File: src/rtl/bw_clk_pkg.sv
// Shared types for the cluster clock-stop controller.
// FSM state encoding and stop-counter saturation limit.
package bw_clk_pkg;

  typedef enum logic [1:0] {
    RUN     = 2'b00,
    DRAIN   = 2'b01,
    STOPPED = 2'b10,
    RESTART = 2'b11
  } bw_clk_state_e;

  localparam logic [7:0] BW_CLK_STOP_CNT_MAX = 8'hFF;

endpackage

File: src/rtl/bw_clk_stop_sync.sv
// Multi-flop synchronizer for the asynchronous stop request.
// Synchronous active-low reset clears every stage.
module bw_clk_stop_sync #(
  parameter int STAGES = 2
) (
  input  logic clk,
  input  logic rst_l,
  input  logic d,
  output logic q
);

  logic [STAGES-1:0] ff;

  always_ff @(posedge clk) begin
    if (!rst_l) ff <= '0;
    else        ff <= {ff[STAGES-2:0], d};
  end

  assign q = ff[STAGES-1];

endmodule

File: src/rtl/bw_clk_cclk_stop_ctl.sv
// Leaf-end clock-stop controller with four-phase stop handshake.
// Optional completed-stop counter enabled by BW_CLK_STOP_CNT_EN.
module bw_clk_cclk_stop_ctl
  import bw_clk_pkg::*;
#(
  parameter int DLY_W       = 4,
  parameter int SYNC_STAGES = 2
) (
  input  logic             gclk,
  input  logic             grst_l,
  input  logic             stop_req,
  input  logic [DLY_W-1:0] stop_dly,
  input  logic             se,
  output logic             clk_en,
  output logic             stop_ack
`ifdef BW_CLK_STOP_CNT_EN
  ,
  output logic [7:0]       stop_cnt
`endif
);

  bw_clk_state_e    state;
  logic             req_s;
  logic             en_q;
  logic [DLY_W-1:0] cnt;

  bw_clk_stop_sync #(
    .STAGES(SYNC_STAGES)
  ) u_sync (
    .clk  (gclk),
    .rst_l(grst_l),
    .d    (stop_req),
    .q    (req_s)
  );

  always_ff @(posedge gclk) begin
    if (!grst_l) begin
      state    <= RUN;
      en_q     <= 1'b1;
      stop_ack <= 1'b0;
      cnt      <= '0;
    end else begin
      unique case (state)
        RUN: begin
          if (req_s) begin
            if (stop_dly == '0) begin
              state    <= STOPPED;
              en_q     <= 1'b0;
              stop_ack <= 1'b1;
            end else begin
              state <= DRAIN;
              cnt   <= stop_dly;
            end
          end
        end
        DRAIN: begin
          if (!req_s) begin
            state <= RUN;
            cnt   <= '0;
          end else if (cnt == DLY_W'(1)) begin
            state    <= STOPPED;
            en_q     <= 1'b0;
            stop_ack <= 1'b1;
            cnt      <= '0;
          end else begin
            cnt <= cnt - DLY_W'(1);
          end
        end
        STOPPED: begin
          if (!req_s) begin
            state <= RESTART;
            en_q  <= 1'b1;
          end
        end
        RESTART: begin
          // ack holds one cycle after the clock resumes
          state    <= RUN;
          stop_ack <= 1'b0;
        end
      endcase
    end
  end

  assign clk_en = en_q | se;

`ifdef BW_CLK_STOP_CNT_EN
  logic [7:0] stop_cnt_q;

  always_ff @(posedge gclk) begin
    if (!grst_l) begin
      stop_cnt_q <= '0;
    end else if (state == STOPPED && !req_s
                 && stop_cnt_q != BW_CLK_STOP_CNT_MAX) begin
      stop_cnt_q <= stop_cnt_q + 8'd1;
    end
  end

  assign stop_cnt = stop_cnt_q;
`endif

endmodule

File: config.mk
export PLATFORM = sky130hd
export DESIGN_NAME = bw_clk_cclk_stop_ctl
export DESIGN_NICKNAME = d
export VERILOG_FILES = /design/src/rtl/bw_clk_pkg.sv /design/src/rtl/bw_clk_stop_sync.sv /design/src/rtl/bw_clk_cclk_stop_ctl.sv
export SDC_FILE = /design/constraint.sdc
export NUM_CORES = 1
export LEC_CHECK = 0
export ABC_AREA = 1
export BUFFER_PORTS_ARGS = -buffer_cell sky130_fd_sc_hd__buf_2
export CORE_AREA = 3 3 40 42
export CTS_CLUSTER_DIAMETER = 200
export DETAILED_ROUTE_END_ITERATION = 10
export DIE_AREA = 0 0 43 45
export GPL_ROUTABILITY_DRIVEN = 0
export GPL_TIMING_DRIVEN = 0
export PLACE_DENSITY_LB_ADDON = 0.08
export SYNTH_ARGS = -nofsm -noshare
export SYNTH_HDL_FRONTEND = slang
export SYNTH_SLANG_ARGS = --single-unit
File: constraint.sdc
create_clock -name gclk -period 1.5 [get_ports gclk]
set_input_delay 0.15 -clock gclk [delete_from_list [all_inputs] [get_ports gclk]]
set_output_delay 0.15 -clock gclk [all_outputs]
set_load 0.1 [all_outputs]
==> tab_implementation.tex <==
\begin{tabular}{lr}
\hline
Metric & Value \\
\hline
\multicolumn{2}{l}{\textbf{Floorplan}} \\
\quad Core region area & 1280 µm² \\
\quad Number of top-level pins & 10 \\
\quad Vertical die dimension & 45 µm \\
\quad Initial standard-cell utilization of the core & $\sim$49\% \\
\quad Chip width & 43 µm \\
\quad Area enclosed by the die boundary & 1940 µm² \\
\quad Rows & 13 \\
\multicolumn{2}{l}{\textbf{STA}} \\
\quad Total Negative Setup Slacks & 0 ps \\
\quad Final critical-path required period & 1300 ps \\
\quad Fin crit share & between 80 and 90\% \\
\quad Final Max Tran Viols & 0 \\
\quad Finish-stage setup viols & 0 \\
\quad Worst Tran Pin Value & 485 ps \\
\quad Top achievable clock speed & 0.769 GHz \\
\quad Setup ws final & 200 ps \\
\quad Max-Slew Margin vs Limit & 67.9\% \\
\quad Worst clock skew & 1.68 ps \\
\quad Setup repair after global routing missed its margin & no \\
\quad Final count of hold timing violations & 0 \\
\multicolumn{2}{l}{\textbf{Synth}} \\
\quad Largest area contributor in the synthesized netlist & dfxtp\_1 \\
\quad Cells after Synth & 101 \\
\quad Area fraction in and, or, nand and nor cells after synthesis & 42.7\% \\
\quad Unique masters post-synth & 17 \\
\quad Largest family of logic cells by synthesized area & simple AND/OR/NAND/NOR gates \\
\quad Share of the synthesized netlist area taken by xor and xnor gates & 1.38\% \\
\quad Register area share after synthesis & 31.6\% \\
\quad Warnings from Yosys & 0 \\
\quad Register bit count reported by yosys & 10 \\
\quad Multiplexer share of the synthesized area & 0\% \\
\quad Top area cells in the synthesized netlist & dfxtp\_1 (32\%), nand2\_1 (18\%), nor2\_1 (11\%) \\
\quad Synth Area in Adders & 3.95\% \\
\quad Area fraction of the dominant cell type after synthesis & between 30\% and 40\% \\
\quad Area fraction in compound gates after synthesis & about a tenth \\
\quad Mean cell area of the mapped netlist & 6.27 µm² \\
\quad Mapped Area & between 600 and 700 µm² \\
\quad Number of nets produced by synthesis & 111 \\
\multicolumn{2}{l}{\textbf{CTS}} \\
\quad Clock insertion delay at the later pin of the skew report & 270 ps \\
\quad Level count of the clock H-tree & 1 \\
\quad TritonCTS Buffers & 3 \\
\quad CTS tree & done \\
\quad CTS max path bufs & 2 \\
\quad Post-CTS Resized & 0 \\
\quad Hold buffer count at CTS & 0 \\
\quad Root buffer selected by CTS & clkbuf\_4 \\
\quad Clock Pin Slew Worst Setup and Hold Paths & 70 ps \\
\quad Buffers inserted by post-CTS timing repair & 0 \\
\quad Clk sinks & 10 \\
\multicolumn{2}{l}{\textbf{Final layout}} \\
\quad Commonest non-fill, non-tap cells in the layout & nand2\_1 (30), nor2\_1 (18), inv\_1 (13) \\
\quad Register cell area after layout & roughly 200 µm² \\
\quad Area growth syn-to-layout & 15.0\% \\
\quad Antenna fix cells & 0 \\
\quad Post-route non-filler standard cell count & 128 \\
\quad Core utilization of the finished layout & between 50\% and 60\% \\
\quad Most common cell after layout, fill and taps aside & nand2\_1 \\
\quad FILL cells & 124 \\
\quad Final net count & $\sim$120 \\
\quad Proportion of layout cells with a drive suffix above 1 & 19.5\% \\
\quad Multi-input logic area & 370 µm² \\
\multicolumn{2}{l}{\textbf{Critical path}} \\
\quad Number of cells on the critical path & 2 \\
\quad Endpoint class of the critical path & output pin \\
\quad Cells on worst reg2reg path & 6 \\
\quad Worst R2R Start & u\_sync.ff[1] \\
\quad Critical-path cell list & or2\_2 > buf\_2 \\
\quad Class of the most critical setup path & register to output pin \\
\quad Combined buffer and inverter count along the critical path & 1 \\
\quad CP Data Required Time & between 1000 and 1500 ps \\
\quad Crit-path slowest cell & dfxtp\_1 \\
\quad Worst reg2reg path endpoint & cnt[2] \\
\quad Origin of the worst setup path & en\_q \\
\quad Last element of the critical path & clk\_en \\
\quad Arrival time of the worst setup path & between 1000 and 1500 ps \\
\quad Cell family contributing the most delay on the critical path & flip-flops \\
\quad Type of element launching the critical path & register \\
\quad Register-to-register setup slack & 300 ps \\
\quad Peak per-stage delay on the critical path & 310 ps \\
\quad Crit-path max FO & 2 \\
\multicolumn{2}{l}{\textbf{Power}} \\
\quad IR Drop Worst-Case VDD & 0.551 mV \\
\quad Seq pwr share & 43.1\% \\
\quad Leakage component of the power & approximately 0.37 nW \\
\quad Switch share & 29.7\% \\
\quad Internal power & 0.482 mW \\
\quad Clock share of power & between 30\% and 40\% \\
\quad Total net switching power & between 0.2 and 0.25 mW \\
\quad Fraction of power consumed by combinational cells & 20.2\% \\
\quad Pwr Density & 942 nW/µm² \\
\multicolumn{2}{l}{\textbf{Route}} \\
\quad Remaining number of nets flagged by the antenna check after routing & 0 \\
\quad Drt via density & between 4 and 5 \\
\quad DRC Markers & 0 \\
\quad Total vias in the final route & 610 \\
\quad Drt first pass iters & 4 \\
\quad Wire length per cell & 9.91 µm \\
\quad Overall routed net length & 1270 µm \\
\quad Number of DRC violations after detailed-routing iteration 0 & 5 \\
\multicolumn{2}{l}{\textbf{Place}} \\
\quad DP Cell Count & approximately 120 \\
\quad Placement-stage worst setup slack & around 310 ps \\
\quad Dpl hpwl & 969 µm \\
\quad Number of I/O port buffers & 8 \\
\multicolumn{2}{l}{\textbf{Hold path}} \\
\quad Classification of the worst-slack hold path & primary input to register \\
\multicolumn{2}{l}{\textbf{Global route}} \\
\quad Antenna violations before repair & 0 \\
\quad Via count of the first global-routing pass & 540 \\
\quad Total routing resource utilization after global routing & 15.6\% \\
\quad Total overflow reported by the global router & 0 \\
\quad Pin count of the biggest net entering global routing & 11 \\
\quad Global-route wire length before repair & roughly 2200 µm \\
\multicolumn{2}{l}{\textbf{Status}} \\
\quad Status & completed \\
\multicolumn{2}{l}{\textbf{Flow run}} \\
\quad Number of max-cap violations & 0 \\
\hline
\end{tabular}
## worst min path at each step
| stage | start | end | slack, ps | cells after the start |
|---|---|---|---|---|
| after global placement | stop_req | u_sync.ff[0] | 330 | 3 |
| after detailed placement | stop_req | u_sync.ff[0] | 350 | 3 |
| after global routing | stop_req | u_sync.ff[0] | 60 | 3 |
| final | stop_req | u_sync.ff[0] | 60 | 3 |
| after floorplan | stop_req | u_sync.ff[0] | 250 | 2 |
| after CTS | stop_req | u_sync.ff[0] | 60 | 3 |
## logic make-up (layout without fill, tap and decap cells)
family / count (synthesis) / in the layout
simple gates: 61 / 61
compound gates: 11 / 11
buf+inv: 16 / 28
flops: 10 / 10
fa+ha+maj: 2 / 2
xor+xnor: 1 / 1
## registers in the layout, summed over array words and instances (netlist names)
| register | flops |
|---|---|
| cnt | 4 |
| en_q | 1 |
| state | 2 |
| stop_ack | 1 |
| u_sync.ff | 2 |
## cell type report
cell class                      count  area share [%]
Buffer                              2            1.37
Multi-Input combinational cell     75            50.9
Sequential cell                    10            27.5
Tap cell                           15            2.58
Clock buffer                        4            4.98
Timing Repair Buffer                8            5.50
Inverter                           14            7.22
## power by group through the flow
stage          combinational (mW)  sequential, mW  clock (mW)
2_1_floorplan               0.106           0.303           0
3_3_place_gp                0.135           0.302           0
3_5_place_dp                0.138           0.302           0
4_1_cts                     0.138           0.296       0.260
5_1_grt                     0.159           0.298       0.272
6_report                    0.139           0.296       0.252
## cells in the mapped netlist, drive strengths merged
| cell | n |
|---|---|
| a21oi | 4 |
| buf | 2 |
| dfxtp | 10 |
| ha | 2 |
| inv | 14 |
| nand2 | 31 |
| nand3 | 9 |
| nor2 | 20 |
| o21ai | 7 |
| or2 | 1 |
| xnor2 | 1 |
## tightest hold or removal path, stage by stage
cell and delay, ps:
buf_2 70, nand2_1 40, inv_1 40
## per-layer routing
metal	global-route usage, %	share of wire (%)
met4	12.7	3.0
met1	20.2	50
met3	2.39	6.6
met5	0	0
met2	22.8	40
## per-stage QoR
step,cell area [µm²],hold slack (ps),power (mW)
floorplan,633,248,0.409
global placement,692,334,0.437
detailed placement,692,346,0.440
CTS,728,57.7,0.694
global route,728,57.4,0.729
finish,728,63.6,0.686
Power figures use the tool's default switching activity.
